<file path="src/rtl/i2c_pkg.sv">
// Shared types and defaults for the I2C bus front end.
// Holds filter/timeout defaults, the event bundle and bus state.
package i2c_pkg;

    localparam int I2C_FILTER_LEN_DEFAULT = 4;
    localparam int I2C_TIMEOUT_DEFAULT    = 25000;
    localparam int I2C_TIMEOUT_W          = 16;
    localparam int I2C_FILTER_CNT_W       = 4;

    typedef struct packed {
        logic scl_rise;
        logic scl_fall;
        logic start;
        logic stop;
    } i2c_bus_evt_t;

    typedef enum logic {
        BUS_IDLE = 1'b0,
        BUS_BUSY = 1'b1
    } bus_state_t;

endpackage

</file>
<file path="src/rtl/i2c_line_filter.sv">
// One I2C line: 2-flop synchronizer followed by a persistence filter.
// Ports: clk, n_rst (async, active low), i_line raw pad, o_level filtered.
module i2c_line_filter
    import i2c_pkg::*;
#(
    parameter int   FILTER_LEN = I2C_FILTER_LEN_DEFAULT,
    parameter logic RST_VAL    = 1'b1
) (
    input  logic clk,
    input  logic n_rst,
    input  logic i_line,
    output logic o_level
);

    localparam logic [I2C_FILTER_CNT_W-1:0] CNT_LAST =
        I2C_FILTER_CNT_W'(FILTER_LEN - 1);
    localparam logic [I2C_FILTER_CNT_W-1:0] CNT_ONE =
        I2C_FILTER_CNT_W'(1);

    logic                        r_s1;
    logic                        r_s2;
    logic                        r_f;
    logic [I2C_FILTER_CNT_W-1:0] r_cnt;

    if (FILTER_LEN < 1 || FILTER_LEN > 15) begin : g_len_chk
        $error("i2c_line_filter: FILTER_LEN out of range 1..15");
    end

    // The counter tracks how long s2 has disagreed with the filtered
    // level; any agreement restarts the run, so short glitches vanish.
    always_ff @(posedge clk or negedge n_rst) begin
        if (!n_rst) begin
            r_s1  <= RST_VAL;
            r_s2  <= RST_VAL;
            r_f   <= RST_VAL;
            r_cnt <= '0;
        end else begin
            r_s1 <= i_line;
            r_s2 <= r_s1;
            if (r_s2 == r_f) begin
                r_cnt <= '0;
            end else if (r_cnt == CNT_LAST) begin
                r_f   <= r_s2;
                r_cnt <= '0;
            end else begin
                r_cnt <= r_cnt + CNT_ONE;
            end
        end
    end

    assign o_level = r_f;

endmodule

</file>
<file path="src/rtl/i2c_bus_conditioner.sv">
// I2C front end: filtered SDA/SCL, edge and START/STOP pulses, busy state.
// Ports: clk, n_rst (async, active low), SDA_in/SCL_in raw pads,
//   SDA_sync/SCL_sync filtered levels, SCL_rise/SCL_fall,
//   start_detected/stop_detected one-cycle pulses, bus_busy level,
//   bus_timeout pulse (stuck SCL).
// Build option: define I2C_BUS_TIMEOUT_EN to include the stuck-SCL
//   timeout; without it bus_timeout is 0 and only STOP frees the bus.
module i2c_bus_conditioner
    import i2c_pkg::*;
#(
    parameter int FILTER_LEN     = I2C_FILTER_LEN_DEFAULT,
    parameter int TIMEOUT_CYCLES = I2C_TIMEOUT_DEFAULT
) (
    input  logic clk,
    input  logic n_rst,
    input  logic SDA_in,
    input  logic SCL_in,
    output logic SDA_sync,
    output logic SCL_sync,
    output logic SCL_rise,
    output logic SCL_fall,
    output logic start_detected,
    output logic stop_detected,
    output logic bus_busy,
    output logic bus_timeout
);

    logic         w_sda_f;
    logic         w_scl_f;
    logic         r_sda_fp;
    logic         r_scl_fp;
    i2c_bus_evt_t w_evt;
    i2c_bus_evt_t r_evt;
    bus_state_t   r_state;
    bus_state_t   w_state_nxt;
    logic         w_to_hit;

    if (TIMEOUT_CYCLES < 2 || TIMEOUT_CYCLES > 65536) begin : g_to_chk
        $error("i2c_bus_conditioner: TIMEOUT_CYCLES out of range");
    end

    i2c_line_filter #(
        .FILTER_LEN (FILTER_LEN),
        .RST_VAL    (1'b1)
    ) u_sda_filt (
        .clk     (clk),
        .n_rst   (n_rst),
        .i_line  (SDA_in),
        .o_level (w_sda_f)
    );

    i2c_line_filter #(
        .FILTER_LEN (FILTER_LEN),
        .RST_VAL    (1'b1)
    ) u_scl_filt (
        .clk     (clk),
        .n_rst   (n_rst),
        .i_line  (SCL_in),
        .o_level (w_scl_f)
    );

    // START/STOP require SCL high on both sides of the SDA change, so an
    // SDA change coinciding with an SCL edge only yields the edge pulse.
    always_comb begin
        w_evt          = '0;
        w_evt.scl_rise = !r_scl_fp && w_scl_f;
        w_evt.scl_fall = r_scl_fp && !w_scl_f;
        w_evt.start    = r_scl_fp && w_scl_f && r_sda_fp && !w_sda_f;
        w_evt.stop     = r_scl_fp && w_scl_f && !r_sda_fp && w_sda_f;
    end

    always_ff @(posedge clk or negedge n_rst) begin
        if (!n_rst) begin
            r_sda_fp <= 1'b1;
            r_scl_fp <= 1'b1;
            r_evt    <= '0;
        end else begin
            r_sda_fp <= w_sda_f;
            r_scl_fp <= w_scl_f;
            r_evt    <= w_evt;
        end
    end

    always_ff @(posedge clk or negedge n_rst) begin
        if (!n_rst) begin
            r_state <= BUS_IDLE;
        end else begin
            r_state <= w_state_nxt;
        end
    end

    // A START while busy is a repeated START and keeps the bus owned;
    // a STOP while idle is reported but changes nothing.
    always_comb begin
        w_state_nxt = r_state;
        unique case (r_state)
            BUS_IDLE: begin
                if (w_evt.start) begin
                    w_state_nxt = BUS_BUSY;
                end
            end
            BUS_BUSY: begin
                if (w_evt.stop || w_to_hit) begin
                    w_state_nxt = BUS_IDLE;
                end
            end
            default: begin
                w_state_nxt = BUS_IDLE;
            end
        endcase
    end

`ifdef I2C_BUS_TIMEOUT_EN
    localparam logic [I2C_TIMEOUT_W-1:0] TO_LAST =
        I2C_TIMEOUT_W'(TIMEOUT_CYCLES - 1);
    localparam logic [I2C_TIMEOUT_W-1:0] TO_ONE =
        I2C_TIMEOUT_W'(1);

    logic [I2C_TIMEOUT_W-1:0] r_to_cnt;
    logic                     r_timeout;
    logic                     w_to_run;

    assign w_to_run = (r_state == BUS_BUSY) && !w_scl_f;
    assign w_to_hit = w_to_run && (r_to_cnt == TO_LAST);

    // Counts clock cycles of SCL held low while the bus is owned.
    always_ff @(posedge clk or negedge n_rst) begin
        if (!n_rst) begin
            r_to_cnt  <= '0;
            r_timeout <= 1'b0;
        end else begin
            r_timeout <= w_to_hit;
            if (!w_to_run || w_to_hit) begin
                r_to_cnt <= '0;
            end else begin
                r_to_cnt <= r_to_cnt + TO_ONE;
            end
        end
    end

    assign bus_timeout = r_timeout;
`else
    assign w_to_hit    = 1'b0;
    assign bus_timeout = 1'b0;
`endif

    assign SDA_sync       = w_sda_f;
    assign SCL_sync       = w_scl_f;
    assign SCL_rise       = r_evt.scl_rise;
    assign SCL_fall       = r_evt.scl_fall;
    assign start_detected = r_evt.start;
    assign stop_detected  = r_evt.stop;
    assign bus_busy       = (r_state == BUS_BUSY);

endmodule

</file>
<file path="config.mk">
export PLATFORM = sky130hd
export DESIGN_NAME = i2c_bus_conditioner
export DESIGN_NICKNAME = d
export VERILOG_FILES = /design/src/rtl/i2c_pkg.sv /design/src/rtl/i2c_line_filter.sv /design/src/rtl/i2c_bus_conditioner.sv
export SDC_FILE = /design/constraint.sdc
export NUM_CORES = 1
export LEC_CHECK = 0
export ABC_AREA = 1
export CORE_MARGIN = 2
export CORE_UTILIZATION = 40
export CTS_CLUSTER_SIZE = 16
export DETAILED_ROUTE_END_ITERATION = 8
export HOLD_SLACK_MARGIN = 0.08
export RECOVER_POWER = 50
export SYNTH_ARGS = -nofsm -noshare
export SYNTH_HDL_FRONTEND = slang
export SYNTH_SLANG_ARGS = --single-unit
</file>
<file path="constraint.sdc">
create_clock -name clk -period 2.4 [get_ports clk]
set_clock_uncertainty 0.2 [all_clocks]
set_input_delay 0.48 -clock clk [delete_from_list [all_inputs] [get_ports clk]]
set_output_delay 0.48 -clock clk [all_outputs]
set_load 0.005 [all_outputs]
</file>
==> run metrics <==
Starting Density=41.7%; CP Data Required Time=1.72 ns; number of port buffers=10; CORE AREA=1920 um^2; reg-to-reg critical path endpoint=u_scl_filt.r_cnt[3]; Leak=0.000444 uW; setup repair bufs after CTS=0; Cell Rows=16; status=completed; CP Max Fanout=7; gr ovfl total=0; Max Clk Rate=around 460 MHz; Inst Count DP=between 100 and 150; yosys warns=0; WHS Path Cells=0; number of inserted diodes=0; highest-delay cell along the critical path=dfstp_1; Net Count, Synth=82; Final Max Tran Viols=0; initial antenna violation count=0; post-route ant nets=0; DRC=0; Reg clk slew, reported paths=0.10 ns; number of global-route vias before repair=501; R2R setup slack=1.09 ns; CTS tree=done; All-Layer GR Usage=11.7%; Num CTS Buffers=3; cells along the critical path=clkdlybuf4s50_1; worst hold path class=reg -> reg; Top Registers=u_scl_filt.r_cnt x4, u_sda_filt.r_cnt x4; Non-Filler Instances=117; CP peak stage delay=0.65 ns; share of the synthesized area in the top cell type=between 40% and 50%; Slew HR=31.3%; maxcap violations=0; R2R depth=5; Layout Nets=97; Hold Path End=u_scl_filt.r_s2; H-tree lvl count=1; Num Clock Sinks=21; DR WL/cell=between 8 and 9 um; Detailed Place HPWL=about 780 um; via/cell ratio=4.20; Worst Hold Launch=u_scl_filt.r_s1; die extent in x=approximately 50 um; Setup TNS=0 ns; number of top-level pins=12; largest net degree at the start of global routing=22; top cells by area, synth=dfrtp_1, dfstp_2, nand2_1; die height=48.7 um; Bufs and invs on worst path=1; Synth Register Bits=21; gpl congestion=0.716; PwrDens=985 nW/um^2; clock tree root driver cell=clkbuf_4; total power=approximately 940 uW; Synth Instances=76; Layout area overhead=19.5%; Slew @ Worst Pin=a little over 1 ns; hold-fix buffers at CTS=0; Crit Path Category=reg -> out; CTS resizes=0; element type at the critical path start=register; Reg2Reg Launch Point=u_scl_filt.o_level; Synth area leader=dfrtp_1; most frequent cells in the layout=nand2_1, dfrtp_1, nor2_1, inv_1, clkdlybuf4s50_1; synthesized cell area=around 800 um^2; DR vias=a little under 500; Unique masters post-synth=15; kind of cell adding the most delay to the critical path=flip-flops; drt first pass iters=4; Min Clock Period, post-route=2.16 ns; fillers=187; RSZ-0062 raised after global routing=no; routed wire length=1030 um; crit end category=output pin; dpl ws=about 0.64 ns; leading cell type in the layout, fill and taps excluded=nand2_1; Iter 0 DRT Violations=10; Avg Inst Size Synth=10.5 um^2; WP data arrival=about 1.5 ns; Max VDD drop=roughly 0.37 mV; final hold vios=0; Seq/Total Area, Yosys=66.9%; Clk Latency, worst-skew pair=0.29 ns; first-pass GRT wire length=2110 um; Tcrit/Tclk final=about nine tenths; DIE AREA=2380 um^2; share of cells above drive strength 1=12.2%; setup violators final=0; Worst Setup Slack, final=0.242 ns; Bufs on Longest Clock Path=2
[per-stage QoR]
step                      util [%]  cell area (um^2)  hold WS (ns)
after floorplan                  -               801       -0.0156
after global placement        48.6               935         0.146
after detailed placement      48.6               935         0.147
after CTS                     50.0               961         0.163
after global routing          49.8               957         0.166
final                         49.8               957         0.161
[cell usage after synthesis, drive strengths merged]
library cell   n
a21boi         2
buf            1
conb           1
dfrtp         13
dfstp          8
ha             2
inv            9
nand2         19
nand3          2
nand4          2
nor2          11
nor3           1
o21ai          3
xnor2          2
[cells by family (layout without fill, tap and decap cells)]
kind of cell,Yosys count,in the layout,share of synthesized area [%]
other,1,1,0.468
adder cells (fa/ha/maj),2,2,3.12
buffers and inverters,10,24,5.16
flip-flops,21,21,66.9
XOR/XNOR,2,2,2.19
AND/OR/NAND/NOR,35,35,18.4
AO/OA/AOI/OAI,5,5,3.75
[cell type report]
type / instances / area, um^2 / area share (%)
clock buffers: 4 / 26.3 / 2.75
multi-input cells: 45 / 224 / 23.4
repair buffers: 11 / 104 / 10.8
flip-flops and latches: 21 / 536 / 55.9
inverters: 9 / 33.8 / 3.53
well taps: 27 / 33.8 / 3.53
[worst max path at each step]
stage	startpoint	endpoint	slack [ns]	cells after the start
after detailed placement	u_scl_filt.o_level	SCL_sync	0.64	1
after global routing	u_scl_filt.o_level	SCL_sync	0.16	1
after floorplan	u_sda_filt.o_level	SDA_sync	1.16	0
final	u_scl_filt.o_level	SCL_sync	0.24	1
after CTS	u_scl_filt.o_level	SCL_sync	0.30	1
after global placement	u_sda_filt.o_level	SDA_sync	0.65	1
[report_power, final]
part           total (uW)  switching, uW  internal, uW  leakage (uW)
logic                 242            109           133      0.000172
clock network         161           96.6          64.6     0.0000150
registers             540           75.4           465      0.000257
total                 943            281           662      0.000444
[layer usage]
| layer | GRT usage [%] | routed length, um |
|---|---|---|
| met5 | 0 | 0 |
| met4 | 5.71 | 7 |
| met3 | 3.09 | 55 |
| met2 | 18.3 | 475 |
| met1 | 15.0 | 496 |
(Power assumes the default switching activity.)
